**src/rtl/dds_pkg.sv**
```systemverilog
// Shared definitions for the DDS frequency/tuning-word estimator:
// FSM state encoding and default widths.
package dds_pkg;

    localparam int N_DEFAULT    = 23;
    localparam int TUNE_DEFAULT = 16;

    typedef enum logic [1:0] {
        IDLE  = 2'd0,
        COUNT = 2'd1,
        DONE  = 2'd2
    } state_t;

endpackage

```
**src/rtl/sync_edge_detect.sv**
```systemverilog
// Two-flop synchronizer for an asynchronous input followed by a registered
// rising-edge pulse; the pulse appears three clocks after the input changes.
module sync_edge_detect (
    input  logic clk,
    input  logic rst,
    input  logic din,
    output logic rise
);

    logic s1;
    logic s2;
    logic s3;

    always_ff @(posedge clk or posedge rst) begin
        if (rst) begin
            s1   <= 1'b0;
            s2   <= 1'b0;
            s3   <= 1'b0;
            rise <= 1'b0;
        end else begin
            s1   <= din;
            s2   <= s1;
            s3   <= s2;
            rise <= s2 & ~s3;
        end
    end

endmodule

```
**src/rtl/freq_tuning_estimator.sv**
```systemverilog
// Counts rising edges of an asynchronous square wave over a 2^n-cycle gate
// window; the count equals the tuning word of a matching n-bit accumulator.
module freq_tuning_estimator
    import dds_pkg::*;
#(
    parameter int n    = N_DEFAULT,
    parameter int tune = TUNE_DEFAULT,
    parameter bit CONT = 1'b0
) (
    input  logic            clk,
    input  logic            rst,
    input  logic            sig_in,
    input  logic            start,
    output logic [tune-1:0] tuning_est,
    output logic            valid,
    output logic            busy,
    output logic            overflow
);

    localparam logic [n-1:0] WIN_ONE  = 1;
    localparam logic [tune:0] EDGE_ONE = 1;

    state_t        state;
    logic [n-1:0]  win;
    logic [tune:0] edges;
    logic          rise;

    sync_edge_detect u_sync (
        .clk  (clk),
        .rst  (rst),
        .din  (sig_in),
        .rise (rise)
    );

    always_ff @(posedge clk or posedge rst) begin
        if (rst) begin
            state      <= IDLE;
            win        <= '0;
            edges      <= '0;
            tuning_est <= '0;
            valid      <= 1'b0;
            busy       <= 1'b0;
            overflow   <= 1'b0;
        end else begin
            valid <= 1'b0;
            case (state)
                IDLE: begin
                    if (start || CONT) begin
                        state <= COUNT;
                        win   <= '0;
                        edges <= '0;
                        busy  <= 1'b1;
                    end
                end
                COUNT: begin
                    // The MSB of the edge counter doubles as the saturation flag.
                    if (rise && !edges[tune]) begin
                        edges <= edges + EDGE_ONE;
                    end
                    if (win == '1) begin
                        state <= DONE;
                        busy  <= 1'b0;
                    end else begin
                        win <= win + WIN_ONE;
                    end
                end
                DONE: begin
                    valid      <= 1'b1;
                    overflow   <= edges[tune];
                    tuning_est <= edges[tune] ? '1 : edges[tune-1:0];
                    if (CONT) begin
                        state <= COUNT;
                        win   <= '0;
                        edges <= '0;
                        busy  <= 1'b1;
                    end else begin
                        state <= IDLE;
                    end
                end
                default: state <= IDLE;
            endcase
        end
    end

endmodule

```
**config.mk**
```make
export PLATFORM = sky130hd
export DESIGN_NAME = freq_tuning_estimator
export DESIGN_NICKNAME = d
export VERILOG_FILES = /design/src/rtl/dds_pkg.sv /design/src/rtl/sync_edge_detect.sv /design/src/rtl/freq_tuning_estimator.sv
export SDC_FILE = /design/constraint.sdc
export NUM_CORES = 1
export LEC_CHECK = 0
export ABC_CLOCK_PERIOD_IN_PS = 6200
export BUFFER_PORTS_ARGS = -buffer_cell sky130_fd_sc_hd__buf_2
export CORE_MARGIN = 2
export CORE_UTILIZATION = 50
export DETAILED_ROUTE_END_ITERATION = 12
export GPL_ROUTABILITY_DRIVEN = 1
export PLACE_DENSITY = 0.68
export SKIP_CTS_REPAIR_TIMING = 1
export SYNTH_ARGS = -nofsm -noshare
export SYNTH_HDL_FRONTEND = slang
export SYNTH_SLANG_ARGS = --single-unit
```
**constraint.sdc**
```tcl
create_clock -name clk -period 6.2 [get_ports clk]
set_clock_uncertainty 0.2 [all_clocks]
set_input_delay 0.31 -clock clk [delete_from_list [all_inputs] [get_ports clk]]
set_output_delay 0.31 -clock clk [all_outputs]
set_load 0.005 [all_outputs]
```
==> results.json <==
{
  "r2r_end": "win[7]",
  "gp_congestion": 0.837,
  "hold_violations": 4,
  "whs_ns": -0.00434,
  "rsz0062_at_grt": "no",
  "antenna_cells": 0,
  "grt_pass1_wl_um": 9420,
  "slew_violations": 0,
  "post_drt_wl_per_cell_um": 13.0,
  "register_area_sq_um": 1630,
  "viasPerCell": 5.28,
  "r2r_setup_slack_ns": 3.69,
  "root_buffer": "clkbuf_8",
  "crit_arrival_ns": 2.57,
  "clock_latency_ns": 0.33,
  "synthXorXnorAreaFrac_pct": 7.37,
  "first_iter_violations": 95,
  "dp_hpwl_um": 3350,
  "violations": "hold timing",
  "avgSynthCellArea_sq_um": 10.0,
  "fp-row-count": 28,
  "ios": 23,
  "final_cell_area_sq_um": 3350,
  "most-common-layout-cells": "dfrtp_1 (65), nor2_1 (45), nand2_1 (37)",
  "synth_simple_gate_area_share_pct": 20.8,
  "drcViolationCount": 0,
  "fill_cells": 536,
  "clockBufferDepth": 2,
  "power_density_nw_per_um2": 301,
  "hold_path_class": "primary input to asynchronous set/reset pin",
  "yosys.area_share.adder_pct": 0.843,
  "cp_top_family": "simple AND/OR/NAND/NOR gates",
  "crit_path_end_kind": "register",
  "synth_top_family_by_area": "simple AND/OR/NAND/NOR gates",
  "synth-compound-area-share_pct": 12.2,
  "numCtsBuffers": 9,
  "tightest_slew_ns": 0.786,
  "critical_path_required_ns": 6.25,
  "die_y_um": 81.1,
  "syn-instance-count": 297,
  "outcome": "finished, violations left",
  "peakVddDrop_mv": 0.246,
  "die-area_sq_um": 6570,
  "dpl_cell_area_sq_um": 3150,
  "h-tree-depth": 3,
  "cts_tree": "done",
  "min_period_over_period_pct": 40.5,
  "grt.total_usage_pct": 18.9,
  "cpMaxStageDelayCell": "a21oi_2",
  "reg2regPathDepth": 7,
  "synth_cell_types": 40,
  "fin_crit_ns": 2.51,
  "grt_antenna_before_repair": 0,
  "setup-tns-final_ns": 0,
  "coreArea_sq_um": 5820,
  "clock.fmax_ghz": 0.398,
  "synth_area_sq_um": 2970,
  "vias": 2122,
  "muxShareOfSynthArea_pct": 1.43,
  "relSlewSlack_pct": 47.6,
  "cts.sinks": 65,
  "grt_max_degree": 66,
  "maxCapViolations": 0,
  "wl_um": 5230,
  "layout_commonest_cell": "dfrtp_1",
  "synth_seq_cells": 65,
  "worst-path-buf-inv": 1,
  "async_reset_ff_share_pct": 100,
  "p_leak_nw": 1.56,
  "multi_input_area_sq_um": 1270,
  "critPathKind": "register to register",
  "layout.nets": 328,
  "timing.rr.start": "win[0]",
  "crit_fanout": 11,
  "dieWidth_um": 81.1,
  "area_delta_synth_final_pct": 12.9,
  "synth_edf_count": 0,
  "path_cells": "ha_1 -> nand2_1 -> nor4_4 -> nand3_4 -> a21oi_2 -> inv_2 -> a31oi_1",
  "crit_cells": 7,
  "ys.flop_type": "dfrtp_1",
  "ant_nets": 0,
  "setup_viol": 0,
  "path_clk_slew_ns": 0.07,
  "start_util_pct": 51.1,
  "seq_area_frac_synth_pct": 54.8,
  "dr.pass1.iters": 4,
  "setup.worst_path.start_class": "register",
  "max_stage_delay_ns": 0.48,
  "io_buffers": 22,
  "drive_above_1_share_pct": 16.2,
  "first_global_vias": 2072,
  "overflow": 0,
  "syn_nets": 303,
  "yosys_warnings": 0
}
through the flow:
step / total power, W / utilization [%] / hold slack, ns / cells / setup WS [ns]
after floorplan: 0.000633 / - / 0.131 / 297 / 4.06
after global placement: 0.000661 / 54.1 / 0.134 / 385 / 3.71
after detailed placement: 0.000665 / 54.1 / 0.136 / 385 / 3.66
after CTS: 0.00102 / 57.5 / -0.134 / 401 / 3.68
after global routing: 0.00107 / 57.6 / 0.0769 / 402 / 3.44
final: 0.00101 / 57.6 / -0.00434 / 402 / 3.69
worst register-to-register path: stages (launching register included):
cell and delay (ns):
dfrtp_1 0.38, ha_1 0.22, nand2_1 0.15, nor4_4 0.45, nand3_4 0.18, a21oi_2 0.48
inv_2 0.18, a31oi_1 0.19
sequential cells by signal (all words and copies together) (netlist names):
| name | flops |
|---|---|
| overflow | 1 |
| win | 23 |
| u_sync.s2 | 1 |
| u_sync.s1 | 1 |
| edges | 17 |
| state | 2 |
| tuning_est | 16 |
| u_sync.rise | 1 |
| busy | 1 |
| u_sync.s3 | 1 |
| valid | 1 |
final cells by class:
cell class              count  area share (%)
clock buffers              10            4.11
clock inverters             6            1.72
inverters                   5           0.560
multi-input cells         214            37.8
flip-flops and latches     65            48.5
well taps                  75            2.80
repair buffers             27            4.48
synth_stat cells (2+ instances only):
cell / count / share of area [%]
nor3_1: 7 / 1.2
a31oi_1: 6 / 1.3
clkbuf_1: 12 / 1.5
xor2_1: 14 / 4.1
dfrtp_1: 65 / 55
ha_1: 2 / 0.84
a2111oi_2: 2 / 1.0
and4_1: 2 / 0.59
a22o_1: 9 / 2.7
a311oi_1: 2 / 0.59
nand3_1: 12 / 2.0
nor2b_1: 2 / 0.42
o21ai_0: 20 / 3.4
inv_1: 4 / 0.51
a21oi_1: 7 / 1.2
nand2b_1: 3 / 0.63
mux2i_1: 2 / 0.67
mux2_2: 2 / 0.76
nor2_1: 45 / 5.7
nand4_1: 8 / 1.7
xnor2_1: 11 / 3.2
and3_1: 5 / 1.1
o21a_1: 2 / 0.51
nand2_1: 37 / 4.7
worst max path at each step:
stage,from,to,slack [ns]
after floorplan,rst,busy,4.06
after global placement,win[0],win[7],3.71
after detailed placement,win[0],win[5],3.66
after CTS,win[0],win[7],3.68
after global routing,win[0],win[7],3.44
final,win[0],win[7],3.69
logic make-up after synthesis:
logic type / after synthesis
buffers and inverters: 18
flip-flops: 65
adder cells (fa/ha/maj): 2
XOR/XNOR: 25
multiplexers: 4
AO/OA/AOI/OAI: 54
AND/OR/NAND/NOR: 129
routing by layer:
metal | track usage (%) | up-vias | wire length [um]
met5 | 0 | - | 0
met4 | 8.31 | 0 | 90
met3 | 5.00 | 10 | 220
met2 | 29.1 | 46 | 2320
met1 | 25.1 | 990 | 2610
li1 | - | 1076 | -
where the power goes:
group          switching (W)  internal [W]
sequential         0.0000562      0.000472
combinational      0.0000722     0.0000575
clock               0.000158      0.000194
total               0.000287      0.000723
No activity file was read; power rests on OpenSTA's default activity.
